<file path="config.mk">
export PLATFORM = sky130hd
export DESIGN_NAME = digit_pick_ctrl
export DESIGN_NICKNAME = d
export VERILOG_FILES = /design/src/rtl/digit_pkg.sv /design/src/rtl/digit_pick_ctrl.sv
export SDC_FILE = /design/constraint.sdc
export NUM_CORES = 1
export LEC_CHECK = 0
export CAP_MARGIN = 20
export CORE_UTILIZATION = 25
export CTS_CLUSTER_SIZE = 24
export DETAILED_ROUTE_END_ITERATION = 8
export PLACE_DENSITY = 0.46
export SYNTH_ARGS = -nofsm -noshare
export SYNTH_HDL_FRONTEND = slang
export SYNTH_SLANG_ARGS = --single-unit
</file>
<file path="constraint.sdc">
create_clock -name sysclk -period 9.7 [get_ports sysclk]
set_input_delay 0.97 -clock sysclk [delete_from_list [all_inputs] [get_ports sysclk]]
set_output_delay 0.97 -clock sysclk [all_outputs]
set_load 0.02 [all_outputs]
</file>
<file path="src/rtl/digit_pkg.sv">
// Shared definitions for the digit-pick sequencer.
// Holds the line-buffer geometry, datapath widths, the one-hot state
// encoding and the decimal shift-and-add helper used to build a line value.
package digit_pkg;

    localparam int LINE_MAX = 100;
    localparam int ADR_W    = 8;
    localparam int SUM_W    = 64;
    localparam int NDIG_W   = 4;

    // Search lower bound meaning "before index 0"; +1 wraps to address 0.
    localparam logic [ADR_W-1:0] ADR_NONE = '1;

    typedef enum logic [4:0] {
        ST_IDLE  = 5'b00001,
        ST_ISSUE = 5'b00010,
        ST_CAPT  = 5'b00100,
        ST_ACCUM = 5'b01000,
        ST_FIN   = 5'b10000
    } state_t;

    // v*10 + d built from shifts so no multiplier is inferred.
    function automatic logic [SUM_W-1:0] mul10_add(input logic [SUM_W-1:0] v,
                                                   input logic [3:0]       d);
        return (v << 3) + (v << 1) + SUM_W'(d);
    endfunction

endpackage

</file>
<file path="src/rtl/digit_pick_ctrl.sv">
// Digit-pick sequencer.
// For one line of the right-aligned BCD buffer, issues n_digits successive
// windows to the external max-digit search, captures each winner, builds the
// line value in binary and adds it into a running sum.
//
// Ports:
//   sysclk, reset_n            clock, synchronous active-low reset
//   start                      begin a line (sampled only in IDLE)
//   n_digits, line_len         line configuration, stable while busy
//   clr_sum                    zero the running sum
//   search_prev_adr/mask       window driven to the search
//   search_max_val/adr         search result
//   busy, done, err            status; err qualifies done
//   line_value, sum            last line value and running total
//
// state  | meaning
// IDLE   | waiting for start, configuration checked here
// ISSUE  | window registers drive the search, result settles
// CAPT   | capture digit/address, extend line value
// ACCUM  | add line value into sum
// FIN    | one-cycle done pulse (err for a rejected line)
module digit_pick_ctrl
    import digit_pkg::*;
(
    input  logic              sysclk,
    input  logic              reset_n,
    input  logic              start,
    input  logic [NDIG_W-1:0] n_digits,
    input  logic [6:0]        line_len,
    input  logic              clr_sum,
    output logic [ADR_W-1:0]  search_prev_adr,
    output logic [ADR_W-1:0]  search_mask,
    input  logic [3:0]        search_max_val,
    input  logic [ADR_W-1:0]  search_max_adr,
    output logic              busy,
    output logic              done,
    output logic              err,
    output logic [SUM_W-1:0]  line_value,
    output logic [SUM_W-1:0]  sum
);

    state_t            state_q;
    state_t            state_d;
    logic [NDIG_W-1:0] k_q;
    logic [ADR_W-1:0]  prev_q;
    logic [ADR_W-1:0]  mask_q;
    logic              err_q;
    logic              cfg_bad;
    logic              last_digit;
    logic [ADR_W-1:0]  capt_adr;

    assign cfg_bad = (n_digits == '0) || (line_len == '0) ||
                     (line_len > 7'(LINE_MAX)) || (7'(n_digits) > line_len);

    assign last_digit = (k_q == n_digits - NDIG_W'(1));

    // A zero digit means no winner: the search reports address 0, so the
    // window simply advances by one position.
    assign capt_adr = (search_max_val == 4'd0) ? prev_q + ADR_W'(1) : search_max_adr;

    assign search_prev_adr = prev_q;
    assign search_mask     = mask_q;

    always_ff @(posedge sysclk) begin
        if (!reset_n) begin
            state_q <= ST_IDLE;
        end else begin
            state_q <= state_d;
        end
    end

    always_comb begin
        state_d = state_q;
        busy    = 1'b0;
        done    = 1'b0;
        unique case (state_q)
            ST_IDLE: begin
                if (start) begin
                    state_d = cfg_bad ? ST_FIN : ST_ISSUE;
                end
            end
            ST_ISSUE: begin
                busy    = 1'b1;
                state_d = ST_CAPT;
            end
            ST_CAPT: begin
                busy    = 1'b1;
                state_d = last_digit ? ST_ACCUM : ST_ISSUE;
            end
            ST_ACCUM: begin
                busy    = 1'b1;
                state_d = ST_FIN;
            end
            ST_FIN: begin
                done    = 1'b1;
                state_d = ST_IDLE;
            end
            default: state_d = ST_IDLE;
        endcase
    end

    assign err = done & err_q;

    always_ff @(posedge sysclk) begin
        if (!reset_n) begin
            k_q        <= '0;
            prev_q     <= ADR_NONE;
            mask_q     <= '0;
            err_q      <= 1'b0;
            line_value <= '0;
            sum        <= '0;
        end else begin
            unique case (state_q)
                ST_IDLE: begin
                    if (start) begin
                        err_q <= cfg_bad;
                        if (!cfg_bad) begin
                            k_q        <= '0;
                            line_value <= '0;
                            // Wraps to ADR_NONE for a full-length line.
                            prev_q     <= ADR_W'(LINE_MAX - 1) - ADR_W'(line_len);
                            mask_q     <= ADR_W'(n_digits) - ADR_W'(1);
                        end
                    end
                end
                ST_CAPT: begin
                    line_value <= mul10_add(line_value, search_max_val);
                    prev_q     <= capt_adr;
                    if (!last_digit) begin
                        k_q    <= k_q + NDIG_W'(1);
                        mask_q <= mask_q - ADR_W'(1);
                    end
                end
                default: ;
            endcase

            // Clear coincident with ACCUM still counts the current line.
            if (state_q == ST_ACCUM) begin
                sum <= clr_sum ? line_value : sum + line_value;
            end else if (clr_sum) begin
                sum <= '0;
            end
        end
    end

endmodule

</file>
==> results.txt <==
- Synthesized instance count: 1,907
- The floorplan step defined a core boundary enclosing 0.0565 mm2.
- Die width: 241 um
- Setup repair after global routing missed its margin: false
- Area growth from synthesis to final layout: 22.0%
- Setup slack on the critical path of the routed design comes to 4.50 ns.
* Most area-hungry cell type in the Yosys netlist: dfxtp_1
* Top_reg_cell synth: dfxtp_1
- Counting along the longest clock path gives a buffer depth of 2.
- The first global-routing pass estimated 80,900 um of wire.
- The net count of the finished layout is 2,232.
* Post-route fraction of the period consumed by the critical path: 53.6%
- Hold-fix buffers, CTS: 0
- Summed over all layers, the routed wires come to 51,700 um.
- Share of flip-flops with an asynchronous set or reset: 0%
* Count of different cell masters after synthesis: 73
- Die footprint: 0.0583 mm2
- Clock latency at the later pin of the worst-skew pair: 0.50 ns
* Static power due to leakage: 7.66 nW
- Measured against its own limit, the worst slew margin works out to 35.5%.
- After detailed routing, the number of vias per cell comes to 5.19.
- CTS placed an instance of clkbuf_16 at the clock tree root.
- The detailed router finished its first iteration with 991 violations.
* Largest fanout on the critical path: 4
* Area post-placement: 0.0168 mm2
- The number of nets handed over by synthesis was 2,132.
- Antenna violations before repair: 0
- STA classifies the critical path endpoint as a register.
- The run finished with clean final reports.
* Placement Setup Slack: 3.99 ns
* Number of max-slew violations in the final report: 0
- Sorting the synthesized cells by how often they occur yields nand2_1, a21oi_1, ha_1, dfxtp_1, nor2_1.
* Count of flip-flops with a built-in enable after synthesis: 0
- For this run, design rule violations remaining after detail routing come to 0.
- The Yosys step of the flow raised 0 warnings.
- Hold violation total from the final report: 0
- Clock net sink count: 154
* Number of placed instances with taps included: 2,743
- For this run, the register share of the synthesized area comes to 21.5%.
- Critical Path Source Type: primary input
- IO buf count: 173
- Among all cell types in the netlist, the one instantiated most often is nand2_1.
- Max-cap violations in this run came to 0.
- Number of cells traversed by the worst hold path: 2
- The congestion estimate from routability-driven global placement came to 0.914.
- Once the floorplan was initialized, standard cells occupied 25.4% of the core.
- Summed over all nets, the half-perimeter wirelength after detailed placement is 39,900 um.
* Post-route cell area: 0.0175 mm2
* Setup violators final: 0
- The detail route stage leaves a number of antenna-violating nets equal to 0.
- After global routing the overflow that remains totals 0.
- Vias in the first global route: 14,000
- Largest net degree at the start of global routing: 76
- TritonCTS built the clock tree.
* Synth Cell Area: 0.0143 mm2
* Tightest Hold Check Type: reg -> reg
* Routed WL per cell: 18.6 um
- By startpoint and endpoint, the worst setup path is classified as in -> reg.
- Number of instances resized during post-cts repair: 0
- Finished Layout Cells: 2,775
- IR drop worst, VDD: 0.130 mV
- Period minus WS final: 5.20 ns
* Register bit total from synthesis: 154
- The synthesized design devotes to its leading area cell type 21.5% of total area.
- Cell area power density: 92.0 mW/mm2
- Final sum of negative setup slack: 0 ns
- Power Total: 1.61 mW
- Clock slew at reported path FFs: 0.07 ns
- Synth area leaders: dfxtp_1, ha_1, a21oi_1
- Row count: 87
- The clock tree synthesis step divided the H-tree into 4 levels.
- Count of cells along the worst register-to-register path: 16
- At the pin with the least slew margin, the transition time is 0.955 ns.
- Die Height: 241 um
* Share of cells above drive strength 1: 3.22%
- Buffers added to address setup during post-CTS repair amount to 0.
- Measured on the finished design, the core utilization comes to 30.9%.
- Number of ports placed on the die boundary: 174
* Inserted Diodes: 0
- Total GRT Usage: 17.9%
- For the final database, setup skew stands at 0.0123 ns.
* Max Fclk: 0.192 GHz
- Final worst hold slack: 0.503 ns
* Worst EP required: 10.07 ns
* Critical path data arrival time: 5.57 ns
- Before antenna repair, the detailed router went through 5 iterations.
- Total vias in the final route: 14,400
- Buffers inserted during clock tree synthesis total 17.
- A synthesized cell averages 7.52 um2.
[layout make-up]
class | count | area (um2)
Fill cell | 5995 | 39000
Multi-Input combinational cell | 1610 | 10700
Sequential cell | 154 | 3080
Timing Repair Buffer | 189 | 1890
Tap cell | 756 | 946
Clock buffer | 20 | 447
Clock inverter | 11 | 240
Inverter | 35 | 133
[registers in the layout, indices dropped and copies added (netlist names)]
name and count:
err_q 1, k_q 4, line_value 64, search_mask 8, search_prev_adr 8, state_q 5
sum 64
[report_power, final]
| group | leakage (nW) | switching, mW | internal (mW) |
|---|---|---|---|
| combinational | 6.09 | 0.0831 | 0.0496 |
| clock | 0.331 | 0.310 | 0.514 |
| sequential | 1.24 | 0.0107 | 0.640 |
| total | 7.66 | 0.404 | 1.20 |
[worst paths after layout]
kind / from / end / slack [ns]
max: search_max_val[3] / line_value[62] / 4.50
min: err_q / err_q / 0.50
max reg2reg: line_value[0] / line_value[62] / 5.00
min reg2reg: err_q / err_q / 0.50
[critical path: stages]
cell             delay (ns)
clkdlybuf4s50_1        0.50
inv_1                  0.07
fa_1                   0.53
inv_1                  0.07
fa_1                   0.46
a21o_1                 0.22
a221oi_1               0.49
o211ai_1               0.28
nand3_1                0.22
a211oi_1               0.13
nor3_1                 0.38
o21ai_0                0.29
a311oi_1               0.41
nor2_1                 0.13
a21oi_1                0.19
xor2_1                 0.15
o21ai_0                0.08
[per-layer routing]
metal	wire (um)	up-vias	share of wire (%)	global-route usage, %
met1	25300	6863	49	24.4
met2	23500	291	45	28.9
met4	806	0	1.6	4.85
li1	-	7207	-	-
met5	0	-	0	0
met3	2100	41	4.1	3.02
[logic make-up (layout without fill, tap and decap cells)]
kind of cell | after synthesis | count (layout) | synth area share [%]
compound gates | 662 | 662 | 29.2
simple gates | 613 | 613 | 19.7
fa+ha+maj | 198 | 198 | 17.4
flops | 154 | 154 | 21.5
buf+inv | 143 | 255 | 3.75
xor+xnor | 133 | 133 | 8.13
mux | 4 | 4 | 0.279
[layout by cell type, fill, tap and decap left out, types with 34 or more instances in the layout]
master	instances
nand2_1	237
a21oi_1	215
ha_1	195
clkdlybuf4s50_1	173
dfxtp_1	154
nor2_1	150
o21ai_0	140
a21o_1	102
xnor2_1	73
xor2_1	60
nand3_1	54
nand4_1	42
a22oi_1	41
inv_1	34
Note: power is estimated with default switching activity, not from simulation.
